--- config.mk ---
export PLATFORM = sky130hd
export DESIGN_NAME = control_rsp_sendbrightness
export DESIGN_NICKNAME = d
export VERILOG_FILES = /design/src/rtl/control_rsp_sendbrightness_pkg.sv /design/src/rtl/control_rsp_sendbrightness.sv
export SDC_FILE = /design/constraint.sdc
export NUM_CORES = 1
export LEC_CHECK = 0
export ABC_AREA = 1
export CAP_MARGIN = 20
export CORE_ASPECT_RATIO = 1.5
export CORE_MARGIN = 2
export CORE_UTILIZATION = 45
export DETAILED_ROUTE_END_ITERATION = 10
export PLACE_DENSITY = 0.73
export SYNTH_ARGS = -nofsm -noshare
export SYNTH_HDL_FRONTEND = slang
export SYNTH_SLANG_ARGS = --single-unit
--- constraint.sdc ---
create_clock -name clk -period 2.35 [get_ports clk]
set_clock_uncertainty 0.05 [all_clocks]
set_input_delay 0.235 -clock clk [delete_from_list [all_inputs] [get_ports clk]]
set_output_delay 0.235 -clock clk [all_outputs]
set_load 0.02 [all_outputs]
--- src/rtl/control_rsp_sendbrightness_pkg.sv ---
// Shared types and default frame constants for the brightness response path.
package types;

    typedef logic [7:0] brightness_level_t;

    localparam logic [7:0] RSP_HDR_BRIGHTNESS = 8'h62;
    localparam logic [7:0] RSP_TERMINATOR     = 8'h0A;

endpackage

--- src/rtl/control_rsp_sendbrightness.sv ---
// Sends a 4-byte brightness response frame (header, value, checksum, terminator)
// over a valid/ready byte interface, with a per-byte stall timeout.
module control_rsp_sendbrightness #(
    parameter logic [7:0]  RSP_HEADER     = types::RSP_HDR_BRIGHTNESS,
    parameter logic [7:0]  RSP_TERMINATOR = types::RSP_TERMINATOR,
    parameter int unsigned TIMEOUT_CYCLES = 1023
) (
    input  logic                     clk,
    input  logic                     reset,
    input  logic                     enable,
    input  types::brightness_level_t brightness_in,
    input  logic                     tx_ready,
    output logic [7:0]               tx_data,
    output logic                     tx_valid,
    output logic                     busy,
    output logic                     done,
    output logic                     timeout_err
);

    localparam int unsigned CNT_W = (TIMEOUT_CYCLES > 0) ? $clog2(TIMEOUT_CYCLES + 1) : 1;
    localparam logic [CNT_W-1:0] STALL_LIMIT = CNT_W'(TIMEOUT_CYCLES);

    typedef enum logic [2:0] {
        IDLE,
        SEND_HDR,
        SEND_VAL,
        SEND_CHK,
        SEND_EOL,
        FINISH
    } state_t;

    state_t                   state_q, state_d;
    types::brightness_level_t snap_q, snap_d;
    logic [CNT_W-1:0]         stall_q, stall_d;
    logic                     gap_q, gap_d;
    logic                     terr_q, terr_d;

    state_t                   after_xfer;
    logic [7:0]               cur_byte;

    always_ff @(posedge clk or negedge reset) begin
        if (!reset) begin
            state_q <= IDLE;
            snap_q  <= '0;
            stall_q <= '0;
            gap_q   <= 1'b0;
            terr_q  <= 1'b0;
        end else begin
            state_q <= state_d;
            snap_q  <= snap_d;
            stall_q <= stall_d;
            gap_q   <= gap_d;
            terr_q  <= terr_d;
        end
    end

    always_comb begin
        state_d    = state_q;
        snap_d     = snap_q;
        stall_d    = stall_q;
        gap_d      = 1'b0;
        terr_d     = 1'b0;
        tx_valid   = 1'b0;
        tx_data    = '0;
        busy       = 1'b0;
        done       = 1'b0;
        after_xfer = IDLE;
        cur_byte   = '0;

        case (state_q)
            SEND_HDR: begin
                cur_byte   = RSP_HEADER;
                after_xfer = SEND_VAL;
            end
            SEND_VAL: begin
                cur_byte   = snap_q;
                after_xfer = SEND_CHK;
            end
            SEND_CHK: begin
                cur_byte   = RSP_HEADER ^ snap_q;
                after_xfer = SEND_EOL;
            end
            SEND_EOL: begin
                cur_byte   = RSP_TERMINATOR;
                after_xfer = FINISH;
            end
            default: begin
                cur_byte   = '0;
                after_xfer = IDLE;
            end
        endcase

        case (state_q)
            IDLE: begin
                if (enable) begin
                    snap_d  = brightness_in;
                    stall_d = '0;
                    state_d = SEND_HDR;
                end
            end
            SEND_HDR, SEND_VAL, SEND_CHK, SEND_EOL: begin
                busy     = 1'b1;
                // gap_q marks the mandatory idle cycle following each transfer
                tx_valid = !gap_q;
                tx_data  = gap_q ? 8'h00 : cur_byte;
                if (tx_valid && tx_ready) begin
                    state_d = after_xfer;
                    stall_d = '0;
                    gap_d   = 1'b1;
                end else if (tx_valid) begin
                    stall_d = stall_q + CNT_W'(1);
                    if ((TIMEOUT_CYCLES != 0) && (stall_d == STALL_LIMIT)) begin
                        state_d = IDLE;
                        stall_d = '0;
                        terr_d  = 1'b1;
                    end
                end
            end
            FINISH: begin
                done    = 1'b1;
                state_d = IDLE;
            end
            default: begin
                state_d = IDLE;
            end
        endcase
    end

    assign timeout_err = terr_q;

endmodule

==> run summary, run 1 <==
status: finished clean
WHS: 0.274 ns
die area: 0.00361 sq mm
RSZ-0062 raised after global routing: false
largest cells by area after synthesis: dfrtp_1 41%, nand2_1 15%, inv_1 7.2%, mux2_2 6.4%, nor2_1 5.6%
Fillers: 287
Vias: 1276
Post-Syn Area per Cell: 7.62 sq um
r2r setup slk: 0.24 ns
largest net degree at the start of global routing: 24
ANT nets after route: 0
Syn Inst Count: 185
crit path capture: busy
Rel. slew slack: 75.2%
DP HPWL: 2400 um
DP Area: 0.00169 sq mm
synthesized flop and latch total: 23
FP Rows: 24
Synth top area share: 40.8%
layout cell share with drive strength beyond 1: 14.0%
Setup violations, final: 0
Worst setup SP type: register
clk sinks: 23
drt drc: 0
number of max-cap violations: 0
WP data arrival: 1.93 ns
setup TNS: 0 ns
RR Endpoint: stall_q[2]
first-pass GRT wire length: 5150 um
Power, Total: 1.91 mW
leakage power: 0.875 nW
initial antenna violation count: 0
worst-path maximum fanout: 6
Synthesis Warnings: 0
worst-margin pin slew: 0.370 ns
Crit Path Category: reg -> out
die width: 49.7 um
fin. max-slew vios: 0
ANT cells: 0
worst reg2reg startpoint: stall_q[1]
Layout area overhead: 24.2%
Pwr per Cell Area: 1090 mW/mm^2
Hold Vio Cnt, Final: 0
gpl congestion: 0.863
gr ovfl total: 0
vias in the first global route: 1311
total routed wirelength: 3070 um
Period Utilization, post-route: 94.3%
post-DR wirelength/cell: 12.1 um
Max rail drop VDD: 0.668 mV
port bufs: 23
Crit. Startpoint: state_q[1]
router iterations before antenna repair: 4
count of cell types in the netlist: 26
Num CTS Buffers: 3
worst path required time: 2.07 ns
Syn Nets: 199
Initial Utilization: 47.9%
htree depth: 1
register area share after synthesis: 40.8%
Top Ports: 24
NumNets Final: 229
Reg2Reg Depth: 11
Critical Path End Type: output pin
post-synth top area cell: dfrtp_1
Hold WC Path Type: in -> async
CTS tree: done
Die Ht: 72.6 um
initial drt markers: 32
Clock Path Buffers: 2
total track usage: 18.5%
Via density: 5.04
f_max: 451 MHz
Clk pin slew, worst setup/hold paths: 0.08 ns
Worst-Skew Late Latency: 0.26 ns
Clock Tree Root: clkbuf_8
Tmin final: 2.22 ns
Core ar.: 0.00294 sq mm
Synth Cell Area: 0.00141 sq mm
post-route design area: 0.00175 sq mm
layer usage:
layer / vias up / track usage (%) / wire length (um)
met4: 0 / 10.2 / 78
li1: 645 / - / -
met1: 593 / 17.2 / 1180
met2: 31 / 36.7 / 1700
met3: 7 / 3.50 / 119
met5: - / 0 / 0
cells in the final DEF (no fill, tap or decap):
cell,n
nand2_1,56
nor2_4,2
nand3_1,9
o211ai_1,1
a21oi_1,2
clkbuf_2,1
ha_1,2
inv_1,27
a311oi_1,1
dlygate4sd2_1,1
nor3_1,3
buf_4,4
nand2_2,5
clkdlybuf4s50_1,18
xor2_1,1
mux2_2,8
clkbuf_8,3
dfrtp_1,23
dlymetal6s2s_1,4
o22ai_1,4
o21ai_0,5
inv_2,1
nor3_4,1
clkbuf_1,1
o21bai_2,1
o21ai_1,2
nor2_2,1
a31oi_1,2
o22ai_2,3
nand4_1,1
nor2_1,21
sequential cells by signal, indices dropped and copies added, names as in the netlist:
signal,cells
stall_q,10
snap_q,8
state_q,3
gap_q,1
timeout_err,1
what timing repair did:
item	CTS	global route
hold buffers	0	0
gates cloned	0	0
resized for setup	1	4
setup buffers	0	2
setup endpoints to repair	1	4
pin swaps	0	1
worst max-delay path, cell delays in order, from the launching register on:
cell	delay, ns
dfrtp_1	0.39
inv_1	0.11
nor2_4	0.19
nand2_1	0.13
nand2_2	0.11
nor2_4	0.05
inv_1	0.07
clkdlybuf4s50_1	0.61
worst min-delay path by stage:
| stage | from | end | slack (ns) | cells after the start |
|---|---|---|---|---|
| after global placement | snap_q[3] | snap_q[3] | 0.44 | 1 |
| after CTS | reset | stall_q[2] | 0.28 | 2 |
| after global routing | reset | stall_q[2] | 0.31 | 2 |
| final | reset | stall_q[0] | 0.27 | 2 |
| after detailed placement | snap_q[3] | snap_q[3] | 0.44 | 1 |
| after floorplan | reset | gap_q | -0.11 | 0 |
per-stage QoR:
stage	cells	util [%]	worst slack, ns
floorplan	185	-	0.648
global placement	247	57.3	0.329
detailed placement	247	57.3	0.273
CTS	251	58.8	0.0142
global route	253	59.5	0.0147
finish	253	59.5	0.135
cell families after synthesis:
group	after synthesis	synth area share (%)
DFF	23	40.8
adders and majority gates	2	1.77
buffers and inverters	31	9.32
and+or+nand+nor	99	30.6
xor gates and xnor gates	1	0.621
muxes	8	6.39
AOI/OAI and AO/OA	21	10.5
cell type report:
class | count | area (sq um) | share of cell area, %
Tap cell | 39 | 48.8 | 2.79
Inverter | 28 | 105 | 6.00
Clock buffer | 4 | 45.0 | 2.57
Timing Repair Buffer | 28 | 274 | 15.6
Sequential cell | 23 | 576 | 32.9
Multi-Input combinational cell | 131 | 703 | 40.1
synth_stat cells:
library cell	number
a21oi_1	2
a311oi_1	1
a31oi_1	2
buf_6	2
clkbuf_1	1
dfrtp_1	23
ha_1	2
inv_1	27
inv_2	1
mux2_2	8
nand2_1	56
nand2_2	5
nand3_1	9
nand4_1	1
nor2_1	21
nor2_2	1
nor2_4	2
nor3_1	3
nor3_4	1
o211ai_1	1
o21ai_0	5
o21ai_1	2
o21bai_2	1
o22ai_1	4
o22ai_2	3
xor2_1	1
power by group:
group          leakage, nW  switching, mW  internal [mW]
sequential           0.298         0.0917          0.507
clock               0.0228          0.121          0.121
combinational        0.554          0.617          0.451
Note: power is estimated with default switching activity, not from simulation.
==> run 2: changes to the inputs <==
Settings changed: GPL_ROUTABILITY_DRIVEN set to 0.
==> results of run 2 <==
Final layout, timing and power as in run 1 (identical DEF).
